File: config.mk
export PLATFORM = sky130hd
export DESIGN_NAME = leading_one_normalizer
export DESIGN_NICKNAME = d
export VERILOG_FILES = /design/src/rtl/norm_pkg.sv /design/src/rtl/norm_shift_reg.sv /design/src/rtl/leading_one_normalizer.sv
export SDC_FILE = /design/constraint.sdc
export NUM_CORES = 1
export LEC_CHECK = 0
export CAP_MARGIN = 40
export CORE_UTILIZATION = 44
export CTS_BUF_LIST = sky130_fd_sc_hd__clkbuf_8 sky130_fd_sc_hd__clkbuf_16
export DETAILED_ROUTE_END_ITERATION = 10
export PLACE_DENSITY_LB_ADDON = 0.15
export SYNTH_ARGS = -nofsm -noshare
export SYNTH_HDL_FRONTEND = slang
export SYNTH_SLANG_ARGS = --single-unit
File: constraint.sdc
create_clock -name clk -period 2.3 [get_ports clk]
set_clock_uncertainty 0.15 [all_clocks]
set_input_delay 0.46 -clock clk [delete_from_list [all_inputs] [get_ports clk]]
set_output_delay 0.46 -clock clk [all_outputs]
set_load 0.005 [all_outputs]
File: src/rtl/norm_pkg.sv
// Shared definitions for the leading-one normalizer: controller states and
// the default operand / shift-count widths.
package norm_pkg;

  localparam int WIDTH = 16;
  localparam int CNT_W = 5;  // clog2(WIDTH+1): must be able to hold WIDTH itself

  typedef enum logic [1:0] {
    IDLE  = 2'd0,
    SHIFT = 2'd1,
    DONE  = 2'd2
  } state_t;

endpackage

File: src/rtl/norm_shift_reg.sv
// Loadable left-shift register. A load takes priority over a shift.
module norm_shift_reg #(
  parameter int WIDTH = 16
) (
  input  logic             clk,
  input  logic             rst_n,
  input  logic             load,
  input  logic             shift_left,
  input  logic [WIDTH-1:0] data_in,
  output logic [WIDTH-1:0] q
);

  logic [WIDTH-1:0] r_q;

  // Register update: load wins, otherwise shift in a zero from the right.
  always_ff @(posedge clk or negedge rst_n) begin
    // NOTE: state registers use non-blocking (<=) so every flop samples
    // pre-edge values; blocking here would create order-dependent races.
    if (!rst_n) begin
      r_q <= '0;
    end else if (load) begin
      r_q <= data_in;
    end else if (shift_left) begin
      r_q <= {r_q[WIDTH-2:0], 1'b0};
    end
  end

  assign q = r_q;

endmodule

File: src/rtl/leading_one_normalizer.sv
// Leading-one normalizer: shifts the operand left until its MSB is set and
// reports the number of shifts taken, with a start/busy/done handshake.
// A zero operand short-circuits straight to DONE with a count of WIDTH.
module leading_one_normalizer #(
  parameter int WIDTH = norm_pkg::WIDTH,
  parameter int CNT_W = norm_pkg::CNT_W
) (
  input  logic             clk,
  input  logic             rst_n,
  input  logic             start,
  input  logic [WIDTH-1:0] data_in,
  output logic             busy,
  output logic             done,
  output logic [WIDTH-1:0] norm_out,
  output logic [CNT_W-1:0] shift_cnt,
  output logic             zero_flag
);

  import norm_pkg::*;

  state_t           r_state;
  logic [CNT_W-1:0] r_cnt;
  logic             r_zero;
  logic             r_busy;
  logic             r_done;

  logic             w_accept;
  logic             w_load;
  logic             w_shift;
  logic             w_msb;
  logic             w_operand_zero;
  logic [WIDTH-1:0] w_reg_q;

  // start is only honoured while idle; anything else is dropped, not queued.
  assign w_accept       = (r_state == IDLE) && start;
  assign w_operand_zero = (data_in == '0);
  assign w_msb          = w_reg_q[WIDTH-1];
  assign w_load         = w_accept;
  assign w_shift        = (r_state == SHIFT) && !w_msb;

  norm_shift_reg #(
    .WIDTH (WIDTH)
  ) u_shift_reg (
    .clk        (clk),
    .rst_n      (rst_n),
    .load       (w_load),
    .shift_left (w_shift),
    .data_in    (data_in),
    .q          (w_reg_q)
  );

  // Controller: state, shift counter, zero flag and registered handshake outputs.
  always_ff @(posedge clk or negedge rst_n) begin
    if (!rst_n) begin
      r_state <= IDLE;
      r_cnt   <= '0;
      r_zero  <= 1'b0;
      r_busy  <= 1'b0;
      r_done  <= 1'b0;
    end else begin
      unique case (r_state)
        IDLE: begin
          if (w_accept) begin
            r_busy <= 1'b1;
            if (w_operand_zero) begin
              r_cnt   <= CNT_W'(WIDTH);
              r_zero  <= 1'b1;
              r_done  <= 1'b1;
              r_state <= DONE;
            end else begin
              r_cnt   <= '0;
              r_zero  <= 1'b0;
              r_state <= SHIFT;
            end
          end
        end
        SHIFT: begin
          if (w_msb) begin
            r_done  <= 1'b1;
            r_state <= DONE;
          end else begin
            // Bounded by WIDTH-1 for a nonzero operand, so no wrap.
            r_cnt <= r_cnt + 1'b1;
          end
        end
        DONE: begin
          r_done  <= 1'b0;
          r_busy  <= 1'b0;
          r_state <= IDLE;
        end
        default: begin
          r_done  <= 1'b0;
          r_busy  <= 1'b0;
          r_state <= IDLE;
        end
      endcase
    end
  end

  assign busy      = r_busy;
  assign done      = r_done;
  assign norm_out  = w_reg_q;
  assign shift_cnt = r_cnt;
  assign zero_flag = r_zero;

endmodule

==> results.txt, run 1 <==
Family with the most delay on the worst path - buffers and inverters
Ys async rst share - 1.00
Total negative setup slack - 0 ps
Post-synthesis sequential area ratio - 0.537
Cell count after placement - 200
Number of synthesized register bits - 26
Residual DRC - 0
Reg2reg path depth - 4
Pwr per Cell Area - 1200 mW/mm^2
Post-DRT Antenna Nets - 0
Standby leakage power - 0.736 nW
Multi-input gate area - 500 sq um
CTS Hold Buffers Added - 0
Area contributors post-synth - dfrtp_1 (54%), nand2_1 (9.3%), a31oi_1 (7.2%)
ANT cells - 0
Slowest Stage Delay on Critical Path - 550 ps
Max Cap Violations - 0
Synthesized Nets - 151
Cts bufs inserted - 3
First-pass GRT wire length - 4.45 mm
EDFF count, synth - 0
Root buffer selected by CTS - clkbuf_8
Achievable Freq - 524 MHz
WHS Endpoint - zero_flag$_DFFE_PN0P_
Syn Inst Count - 131
Share of the synthesized area in the top cell type - 0.537
Vias/cell - 5.56
Internal reg-to-reg setup slack - 540 ps
Largest net degree at the start of global routing - 27
Worst slew pin tran - 565 ps
Slew Viols, Final - 0
Minimum clock period - 1910 ps
Hold path startpoint - zero_flag$_DFFE_PN0P_
Rows - 18
CP startpoint kind - flip-flop
Synth-to-layout area growth - 41.7%
Finished Core Util - 0.675
Crit path capture type - output pin
Input/output buffers - 42
Clk slew on worst S/H paths - 90 ps
Total power - 0.00206 W
DPL Wire Length - 2.09 mm
Clk_lat worst skew - 270 ps
Register Area - 651 sq um
Initial antenna violation count - 0
Pre-Repair DR Iteration Count - 4
Final setup fails - 0
FF-to-FF End - u_shift_reg.q[13]$_DFFE_PN0P_
Die Y-Extent - 54.5 microns
DIE AREA - 0.00297 sq mm
Syn. warnings - 0
Post-CTS setup buffer count - 0
Slew headroom - 0.621
Nets - 195
CTS sink count - 26
Hold Crit Depth - 2
GRT overflow - 0
VDD IR-drop max - 0.000691 V
Vias - 1134
Crit-path max FO - 8
WL final - 2.83 mm
Initial core utilization - 0.476
Post-cts sizing count - 0
Critical-path cell list - clkdlybuf4s50_1
Die width - 54.5 microns
Final Hold Fails - 0
Hold_ws - 365 ps
Worst path slowest cell - clkdlybuf4s50_1
Vias in the first global route - 1066
GRT Total Usage - 0.212
Num ports - 43
RSZ-0062 raised after global routing - no
Post-synth top cells - nand2_1 (30), dfrtp_1 (26), nor2_1 (18), a31oi_1 (14)
Status - completed
Distinct cells, synth - 28
Yosys top cell by area - dfrtp_1
Mapped Avg Cell Area - 9.25 sq um
Crit Reg-Reg Startpoint - r_state[1]$_DFFE_PN0P_
Period utilisation layout - 0.829
CTS tree - done
Cell Area, Synth - 0.00121 sq mm
CTS H-tree lvls - 1
CP bufs+invs - 1
FILL cells - 215
WP data arrival - 1300 ps
Worst setup path category - flip-flop to output pin
Layout cells sized above 1 - 0.0747
DR iter-0 viols - 5
Core area - 0.00254 sq mm
Most frequent cell after synthesis - nand2_1
Final Instance Count excl. Fillers - 204
Worst hold path type - flip-flop to flip-flop
Ys flop type - dfrtp_1
Required time of the critical path - 1690 ps
Longest Clk Path Bufs - 2
WL/cell - 13.9 microns
Placer Congestion - 0.740
==> per-layer routing <==
| metal | share of wire | up-vias | global-route usage |
|---|---|---|---|
| li1 | - | 548 | - |
| met1 | 0.44 | 552 | 0.264 |
| met2 | 0.51 | 30 | 0.374 |
| met3 | 0.040 | 4 | 0.0250 |
| met4 | 0.0085 | 0 | 0.0769 |
| met5 | 0 | - | 0 |
==> worst register-to-register path: stages, from the launching register on <==
cell and delay (ps):
dfrtp_1 490, nor3b_2 550, buf_4 270, nand2_1 70, a31oi_1 160
==> worst max path at each step <==
stage	start	endpoint	slack [ps]	cells past startpoint
after CTS	u_shift_reg.q[15]$_DFFE_PN0P_	norm_out[15]	380	1
after floorplan	r_state[1]$_DFFE_PN0P_	shift_cnt[3]$_DFFE_PN0P_	620	5
after global routing	u_shift_reg.q[15]$_DFFE_PN0P_	norm_out[15]	340	1
final	u_shift_reg.q[15]$_DFFE_PN0P_	norm_out[15]	390	1
after global placement	start	u_shift_reg.q[6]$_DFFE_PN0P_	230	5
after detailed placement	start	shift_cnt[0]$_DFFE_PN0P_	170	5
==> logic make-up (layout without fill, tap and decap cells) <==
group,count (synthesis),count (layout),share of synthesized area
simple gates,63,63,0.243
flops,26,26,0.537
fa+ha+maj,1,1,0.0103
xor+xnor,1,1,0.00723
compound gates,29,29,0.153
buf+inv,11,54,0.0496
==> cell usage in the layout, fill, tap and decap left out <==
master / synthesis / layout
a211oi_1: 1 / 1
a21o_1: 1 / 1
a21oi_1: 3 / 3
a22o_1: 2 / 2
a311oi_1: 1 / 1
a31oi_1: 14 / 14
and4_1: 1 / 1
and4bb_2: 1 / 1
buf_4: 0 / 6
clkbuf_8: 0 / 4
clkdlybuf4s50_1: 0 / 42
dfrtp_1: 26 / 26
ha_1: 1 / 1
inv_1: 2 / 2
nand2_1: 30 / 30
nand3_1: 2 / 2
nand4_1: 1 / 1
nor2_1: 18 / 18
nor3b_1: 2 / 2
nor3b_2: 1 / 1
nor4_1: 4 / 4
o21ai_0: 4 / 4
o22a_1: 1 / 1
o22ai_1: 2 / 2
or3_1: 1 / 1
or3b_1: 1 / 1
or3b_2: 1 / 1
xnor2_1: 1 / 1
==> sequential cells by signal, summed over array words and instances, names as in the netlist <==
signal / cells
u_shift_reg.q: 16
shift_cnt: 5
r_state: 2
busy: 1
done: 1
zero_flag: 1
==> through the flow <==
stage	setup WS (ps)	cell area, sq um
floorplan	623	1210
global placement	232	1660
detailed placement	170	1660
CTS	383	1720
global route	336	1720
finish	392	1720
==> report_power, final <==
part | internal, W | switching [W]
Combinational | 0.000546 | 0.000380
Sequential | 0.000656 | 0.000186
Clock | 0.000153 | 0.000139
==> final cells by class <==
type / count / area share
Sequential cell: 26 / 0.379
Multi-Input combinational cell: 94 / 0.292
Tap cell: 30 / 0.0219
Clock buffer: 4 / 0.0321
Inverter: 2 / 0.00437
Timing Repair Buffer: 48 / 0.271
(Power assumes the default switching activity.)
==> run 2, diff against run 1 <==
==> constraint.sdc (replaced) <==
create_clock -name clk -period 1.83 [get_ports clk]
set_clock_uncertainty 0.15 [all_clocks]
set_input_delay 0.366 -clock clk [delete_from_list [all_inputs] [get_ports clk]]
set_output_delay 0.366 -clock clk [all_outputs]
set_load 0.005 [all_outputs]
==> run 2 against run 1 <==
- non-clock buffer count grew 8
- highest routed layer unchanged
- register-to-register slack lost 350 ps
- global-route usage is 0.059 points higher
- largest cell class unchanged
- largest power group unchanged
- setup slack got worse by 290 ps
==> results.txt, run 2 (synthesis results as in run 1) <==
Status - completed
Post-CTS setup buffer count - 0
Nets - 203
Period utilisation layout - 0.942
Family with the most delay on the worst path - buffers and inverters
Rows - 18
Layout cells sized above 1 - 0.115
CP startpoint kind - input port
Clk_lat worst skew - 260 ps
CP bufs+invs - 2
Num ports - 43
Int Pwr - 0.00174 W
Vias in the first global route - 1048
Initial antenna violation count - 0
FILL cells - 208
DR iter-0 viols - 16
Die Y-Extent - 54.5 microns
Max Cap Violations - 0
Worst setup path category - input port to flip-flop
Residual DRC - 0
Longest Clk Path Bufs - 2
Leading cell types in the layout, fill and taps excluded - clkdlybuf4s50_1 (42), nand2_1 (30), dfrtp_1 (26)
Met1 usage - 0.267
Switch Pwr - 0.000886 W
Placed cell areas - 0.00172 sq mm
Clk slew on worst S/H paths - 80 ps
CTS Hold Buffers Added - 0
Post-cts sizing count - 0
Total negative setup slack - 0 ps
Final Hold Fails - 0
Core area - 0.00254 sq mm
Slew headroom - 0.782
CTS tree - done
Slew Viols, Final - 0
Pre-Repair DR Iteration Count - 4
WP data arrival - 1720 ps
Crit path capture type - flip-flop
Pwr per Cell Area - 1480 mW/mm^2
DIE AREA - 0.00297 sq mm
WL final - 2.82 mm
Power share of the sequential group - 0.396
Worst slew pin tran - 324 ps
Crit-path max FO - 17
Final worst-path setup slack - 107 ps
DPL Wire Length - 2.13 mm
Sw frac - 0.337
Vias/cell - 5.28
Achievable Freq - 580 MHz
Largest net degree at the start of global routing - 27
Post-DRT Antenna Nets - 0
Placer Congestion - 0.752
Cts bufs inserted - 3
First-pass GRT wire length - 4.42 mm
RSZ-0062 raised after global routing - no
Worst path slowest cell - clkdlybuf4s50_1
Minimum clock period - 1720 ps
CTS H-tree lvls - 1
ANT cells - 0
Standby leakage power - 0.774 nW
Root buffer selected by CTS - clkbuf_8
VDD IR-drop max - 0.00109 V
CTS sink count - 26
Worst hold path type - input port to async pin
Share of power burned in the clock network - 0.138
Vias - 1119
Critical-path cell list - clkdlybuf4s50_1 -> or3b_2 -> buf_4 -> nor2_1 -> a31oi_1
Slowest Stage Delay on Critical Path - 500 ps
M3 GR Usage - 0.0250
Most common cell after layout, fill and taps aside - clkdlybuf4s50_1
GRT Total Usage - 0.213
Die width - 54.5 microns
Initial core utilization - 0.476
Required time of the critical path - 1820 ps
Top Usage Layer GRT - met2
Pre-CTS setup slack - -167 ps
GRT overflow - 0
Final setup fails - 0
Input/output buffers - 42
WL/cell - 13.3 microns
Number of flip-flops in the largest register - 16
Synth-to-layout area growth - 46.7%
Met2 Use GR - 0.370
Gate power share - 0.466
Post-route cell area - 0.00178 sq mm
Finished Core Util - 0.698
[run 2: area by class of cell]
cell class	count	area, sq um	area share
multi-input combinational	94	500	0.282
timing repair buffer	56	526	0.296
inverter	2	7.51	0.00423
clock buffer	4	55.1	0.0310
tap	30	37.5	0.0211
sequential	26	651	0.366
[run 2: power groups by stage]
stage | combinational, W | clock (W) | sequential, W
global route | 0.00136 | 0.000399 | 0.00108
detailed placement | 0.00123 | 0 | 0.00105
global placement | 0.00120 | 0 | 0.00104
finish | 0.00122 | 0.000362 | 0.00104
floorplan | 0.000587 | 0 | 0.00102
CTS | 0.00124 | 0.000372 | 0.00104
[run 2: final timing paths]
| kind | from | cells after the start | to | slack [ps] |
|---|---|---|---|---|
| max in group asynchronous | rst_n | 2 | u_shift_reg.q[4]$_DFFE_PN0P_ | 980 |
| setup / recovery | start | 5 | u_shift_reg.q[5]$_DFFE_PN0P_ | 110 |
| hold / removal | rst_n | 2 | busy$_DFFE_PN0P_ | 310 |
| min in group clk | zero_flag$_DFFE_PN0P_ | 2 | zero_flag$_DFFE_PN0P_ | 360 |
| setup reg to reg | r_state[0]$_DFFE_PN0P_ | 3 | shift_cnt[3]$_DFFE_PN0P_ | 190 |
| hold reg to reg | zero_flag$_DFFE_PN0P_ | 2 | zero_flag$_DFFE_PN0P_ | 360 |
[run 2: per-layer routing]
| layer | vias to the layer above | wire length (microns) |
|---|---|---|
| li1 | 562 | - |
| met3 | 2 | 96 |
| met2 | 23 | 1460 |
| met1 | 532 | 1260 |
| met5 | - | 0 |
| met4 | 0 | 10 |
[run 2: stage by stage]
| step | hold slack [ps] | cells | power, W |
|---|---|---|---|
| finish | 311 | 212 | 0.00263 |
| global route | 356 | 212 | 0.00283 |
| CTS | 320 | 212 | 0.00265 |
| detailed placement | 341 | 208 | 0.00228 |
| global placement | 327 | 208 | 0.00225 |
| floorplan | -79.6 | 131 | 0.00161 |
